<file path="config.mk">
export PLATFORM = sky130hd
export DESIGN_NAME = hynoc_egress_pkt_arbiter
export DESIGN_NICKNAME = d
export VERILOG_FILES = /design/src/rtl/hynoc_pkg.sv /design/src/rtl/hynoc_rr_pick.sv /design/src/rtl/hynoc_egress_pkt_arbiter.sv
export SDC_FILE = /design/constraint.sdc
export NUM_CORES = 1
export LEC_CHECK = 0
export ABC_AREA = 1
export ABC_CLOCK_PERIOD_IN_PS = 2000
export CAP_MARGIN = 0
export CORE_MARGIN = 5
export CORE_UTILIZATION = 33
export CTS_CLUSTER_DIAMETER = 200
export DETAILED_ROUTE_END_ITERATION = 10
export GPL_ROUTABILITY_DRIVEN = 0
export PLACE_DENSITY_LB_ADDON = 0.05
export SETUP_SLACK_MARGIN = 0.4
export SLEW_MARGIN = 20
export SYNTH_ARGS = -nofsm -noshare
export SYNTH_HDL_FRONTEND = slang
export SYNTH_SLANG_ARGS = --single-unit
export TNS_END_PERCENT = 100
</file>
<file path="constraint.sdc">
create_clock -name router_clk -period 2 [get_ports router_clk]
set_clock_uncertainty 0.15 [all_clocks]
set_input_delay 0.6 -clock router_clk [delete_from_list [all_inputs] [get_ports router_clk]]
set_output_delay 0.6 -clock router_clk [all_outputs]
set_load 0.01 [all_outputs]
</file>
<file path="src/rtl/hynoc_pkg.sv">
// hynoc_pkg: shared flit-format helpers and arbiter FSM encodings for HyNoC routers
package hynoc_pkg;
   localparam int DEFAULT_PAYLOAD_WIDTH = 32;
   typedef enum logic {IDLE = 1'b0, LOCKED = 1'b1} arb_state_t;
   function automatic int flit_width(input int payload_width);
      return payload_width + 1;
   endfunction
   function automatic int stop_bit(input int flit_w);
      return flit_w - 1;
   endfunction
endpackage

</file>
<file path="src/rtl/hynoc_rr_pick.sv">
// hynoc_rr_pick: combinational rotating-priority picker, first request above last wins
module hynoc_rr_pick #(
   parameter int N  = 4,
   parameter int LW = $clog2(N)
) (
   input  logic [N-1:0]  req,
   input  logic [LW-1:0] last,
   output logic [N-1:0]  pick,
   output logic [LW-1:0] idx
);
   logic found;
   always_comb begin
      found = 1'b0;
      idx = '0;
      for (int k = 1; k <= N; k++)
         if (!found && req[(int'(last) + k) % N]) begin
            found = 1'b1;
            idx = LW'((int'(last) + k) % N);
         end
      pick = {{(N-1){1'b0}}, found} << idx;
   end
endmodule

</file>
<file path="src/rtl/hynoc_egress_pkt_arbiter.sv">
// hynoc_egress_pkt_arbiter: packet-level round-robin sharing one egress FIFO write port
module hynoc_egress_pkt_arbiter
   import hynoc_pkg::*;
#(
   parameter int NB_PORTS        = 5,
   parameter int LOG2_FIFO_DEPTH = 5,
   parameter int PAYLOAD_WIDTH   = DEFAULT_PAYLOAD_WIDTH,
   parameter int FLIT_WIDTH      = flit_width(PAYLOAD_WIDTH),
   parameter int AFULL_MARGIN    = 4,
   localparam int NB_REQ         = NB_PORTS - 1
) (
   input  logic                         router_clk,
   input  logic                         router_srst,
   input  logic [NB_REQ-1:0]            from_ingress_request,
   input  logic [NB_REQ-1:0]            from_ingress_write,
   input  logic [NB_REQ*FLIT_WIDTH-1:0] from_ingress_data,
   input  logic [LOG2_FIFO_DEPTH:0]     wlevel,
   output logic [NB_REQ-1:0]            to_ingress_grant,
   output logic [NB_REQ-1:0]            to_ingress_afull,
   output logic                         wen,
   output logic [FLIT_WIDTH-1:0]        wdata,
   output logic                         busy,
   output logic                         err_write
);
   localparam int LW = $clog2(NB_REQ);
   localparam int STOP = stop_bit(FLIT_WIDTH);
   localparam logic [LOG2_FIFO_DEPTH:0] THRESH = (LOG2_FIFO_DEPTH+1)'((2 ** LOG2_FIFO_DEPTH) - AFULL_MARGIN);
   arb_state_t state;
   logic [LW-1:0] last, g, pick_idx;
   logic [NB_REQ-1:0] pick;
   logic [FLIT_WIDTH-1:0] flit_g;
   hynoc_rr_pick #(.N(NB_REQ), .LW(LW)) u_pick (
      .req  (from_ingress_request),
      .last (last),
      .pick (pick),
      .idx  (pick_idx)
   );
   assign flit_g = from_ingress_data[int'(g)*FLIT_WIDTH +: FLIT_WIDTH];
   // grant is zero in IDLE, so any write outside the held grant is a stray write
   always_ff @(posedge router_clk) begin
      if (router_srst) begin
         state <= IDLE;
         last <= LW'(NB_REQ - 1);
         g <= '0;
         to_ingress_grant <= '0;
         to_ingress_afull <= '0;
         wen <= 1'b0;
         wdata <= '0;
         busy <= 1'b0;
         err_write <= 1'b0;
      end else begin
         to_ingress_afull <= {NB_REQ{wlevel >= THRESH}};
         err_write <= err_write | (|(from_ingress_write & ~to_ingress_grant));
         wen <= 1'b0;
         if (state == IDLE) begin
            if (|from_ingress_request) begin
               to_ingress_grant <= pick;
               g <= pick_idx;
               state <= LOCKED;
               busy <= 1'b1;
            end
         end else if (from_ingress_write[g]) begin
            wen <= 1'b1;
            wdata <= flit_g;
            if (flit_g[STOP]) begin
               to_ingress_grant <= '0;
               last <= g;
               state <= IDLE;
               busy <= 1'b0;
            end
         end
      end
   end
endmodule
</file>
==> flow_metrics.env <==
export IMPL_synth_top_area_share_pct=32.2
export IMPL_cts_root_buf="clkbuf_8"
export IMPL_drc=0
export IMPL_viasPerCell=4.98
export IMPL_status="finished, final reports clean"
export IMPL_gr_usage_all_layers_pct=20.6
export IMPL_fin_nets=812
export IMPL_hold_path_class="reg -> reg"
export IMPL_drt_initial_drc_count=68
export IMPL_combPwrFrac_pct=53.0
export IMPL_synth_area_um2=2860
export IMPL_rsz0062_at_grt="yes"
export IMPL_cts_tree="yes"
export IMPL_cpPeakStageDelay_ns=0.19
export IMPL_worstSetupEndpointType="register"
export IMPL_power_uw=4470
export IMPL_coreArea_um2=8590
export IMPL_crit_chain="clkdlybuf4s15_1, o21ai_1, nand2_1, nand2_2, clkinv_4, buf_12, nand2_8, nand2_4, inv_4, nand2_2, a21oi_2"
export IMPL_seqPwrFrac_pct=27.6
export IMPL_hold_buffers=0
export IMPL_crit_fanout=7
export IMPL_htreeDepth=2
export IMPL_antennaDiodeCount=0
export IMPL_avgSynthCellArea_um2=6.13
export IMPL_clk_latency_ns=0.30
export IMPL_syn_nets=614
export IMPL_syn_to_final_growth_pct=96.1
export IMPL_setup_slack_ns=0.335
export IMPL_cap_violations=0
export IMPL_hpwlAfterDp_um=7820
export IMPL_ys_warn_count=0
export IMPL_pre_cts_ws_ns=-0.370
export IMPL_path_class="in -> reg"
export IMPL_worstMarginPinSlew_ns=0.369
export IMPL_fmax_mhz=601
export IMPL_yosysSeqAreaShare_pct=32.2
export IMPL_final_instance_count_excl_fill=773
export IMPL_clock_sink_count=46
export IMPL_setup_viol=0
export IMPL_ys_ff_latch=46
export IMPL_finalCritPeriodShare_pct=83.2
export IMPL_cp_data_required_time_ns=2.09
export IMPL_ir_worst_vdd_uv=442
export IMPL_grt_start_max_net_pins=37
export IMPL_post_place_cells=744
export IMPL_synthCells=466
export IMPL_cp_start_kind="input port"
export IMPL_slowest_stage="clkdlybuf4s15_1"
export IMPL_fin_crit_ns=1.66
export IMPL_relSlewSlack_pct=74.8
export IMPL_grt_pass1_vias=3563
export IMPL_overflow=0
export IMPL_design_die_area_um2=10600
export IMPL_cp_common_cell="nand2_2"
export IMPL_clk_path_buf_depth=2
export IMPL_power_density_nw_per_um2=797
export IMPL_vias=3852
export IMPL_start_util_pct=33.2
export IMPL_dieHeight_um=103
export IMPL_drive_gt1_share_pct=32.2
export IMPL_wl_per_cell_um=15.6
export IMPL_grt_antenna_before_repair=0
export IMPL_die_w_um=103
export IMPL_clk_pin_slew_ns=0.09
export IMPL_grt_pass1_wl_um=17500
export IMPL_wirelength_um=12100
export IMPL_io_pins=192
export IMPL_cts_inserted_buffers=5
export IMPL_hold_viol_final=0
export IMPL_synth_area_leader_cell="dfxtp_1"
export IMPL_p_leak_uw=0.00234
export IMPL_hold_ws_ns=0.317
export IMPL_drt_pass1_iterations=4
export IMPL_postRouteAntennaNets=0
export IMPL_cp_arrival_ns=1.75
export IMPL_rows=34
export IMPL_switching_share_pct=38.2
export IMPL_synthTopCellsByArea="dfxtp_1 32%, nor2_1 19%, o21ai_0 14%"
export IMPL_drv_slew=0
export IMPL_p_clk_share_pct=19.4
export IMPL_p_int_uw=2760
export IMPL_synth_distinct_cells=22
export IMPL_port_buffers=189
export IMPL_switching_power_uw=1710
## flip-flops by register name, indices dropped and copies added, names as in the netlist
| name | flops |
|---|---|
| last | 2 |
| to_ingress_afull | 1 |
| err_write | 1 |
| wdata | 33 |
| g | 2 |
| to_ingress_grant | 4 |
| busy | 1 |
| wen | 1 |
| state | 1 |
## power by group through the flow
stage	logic (uW)	registers (uW)	clock network, uW
after CTS	2010	1200	884
after global routing	2580	1260	924
after floorplan	985	1240	0
after detailed placement	1860	1200	0
after global placement	1840	1200	0
final	2370	1230	867
## path summary, 6_finish.rpt
check	startpoint	end	slack [ns]	cells past startpoint
max	from_ingress_write[0]	to_ingress_grant[2]$_SDFFE_PP0P_	0.34	11
min	wdata[32]$_SDFFE_PP0P_	wdata[32]$_SDFFE_PP0P_	0.32	2
max reg2reg	g[0]$_SDFFE_PP0P_	to_ingress_grant[0]$_SDFFE_PP0P_	0.34	12
min reg2reg	wdata[32]$_SDFFE_PP0P_	wdata[32]$_SDFFE_PP0P_	0.32	2
## what timing repair did
item / in CTS / in global routing
pin swaps: 30 / 27
endpoints found under the setup margin: 88 / 44
cloned: 3 / 4
setup buffers: 11 / 3
resized for setup: 257 / 108
## critical path: cells and delay by family
family / cells / cell delay, ns
AOI/OAI and AO/OA: 2 / 0.23
buffers and inverters: 4 / 0.54
and+or+nand+nor: 5 / 0.36
## metrics by stage
stage	util (%)	cell area, um^2	TNS (ns)
final	65.2	5600	0
after detailed placement	56.7	4870	-13.17
after global placement	56.7	4870	-12.63
after floorplan	-	2880	0
after global routing	65.2	5600	0
after CTS	59.6	5120	0
## logic make-up (layout without fill, tap and decap cells)
kind of cell,after synthesis,count (layout),synth area share [%]
AOI/OAI and AO/OA,149,149,28.1
buffers and inverters,62,261,10.8
and+or+nand+nor,209,209,28.9
DFF,46,46,32.2
## per-layer routing
metal  global-route usage, %  part of all wire, %  vias up
li1                        -                    -     1957
met1                    26.2                   40     1744
met2                    34.3                   50      141
met3                    6.43                  8.8       10
met4                    4.68                 0.89        0
met5                       0                    0        -
## area by class of cell
class                           instances  area [um^2]
Clock inverter                          2         60.1
Clock buffer                            6         82.6
Fill cell                             769         2990
Inverter                               24          130
Multi-Input combinational cell        358         2060
Sequential cell                        46          963
Timing Repair Buffer                  229         2170
Tap cell                              108          135
## cells in the mapped netlist, drive strengths merged
library cell	count
a2111oi	1
a21oi	10
a31oi	32
buf	20
clkbuf	18
dfxtp	46
inv	24
nand2	51
nand3	12
nand4	2
nor2	144
o211ai	3
o21ai	102
o22ai	1
## cells in the final DEF, fill, tap and decap left out, drive strengths merged
cell,n
a2111oi,1
a21oi,10
a31oi,32
buf,83
bufinv,2
clkbuf,14
clkdlybuf4s15,1
clkdlybuf4s50,135
clkinv,1
dfxtp,46
dlygate4sd2,2
inv,23
nand2,51
nand3,12
nand4,2
nor2,144
o211ai,3
o21ai,102
o22ai,1
No activity file was read; power rests on OpenSTA's default activity.
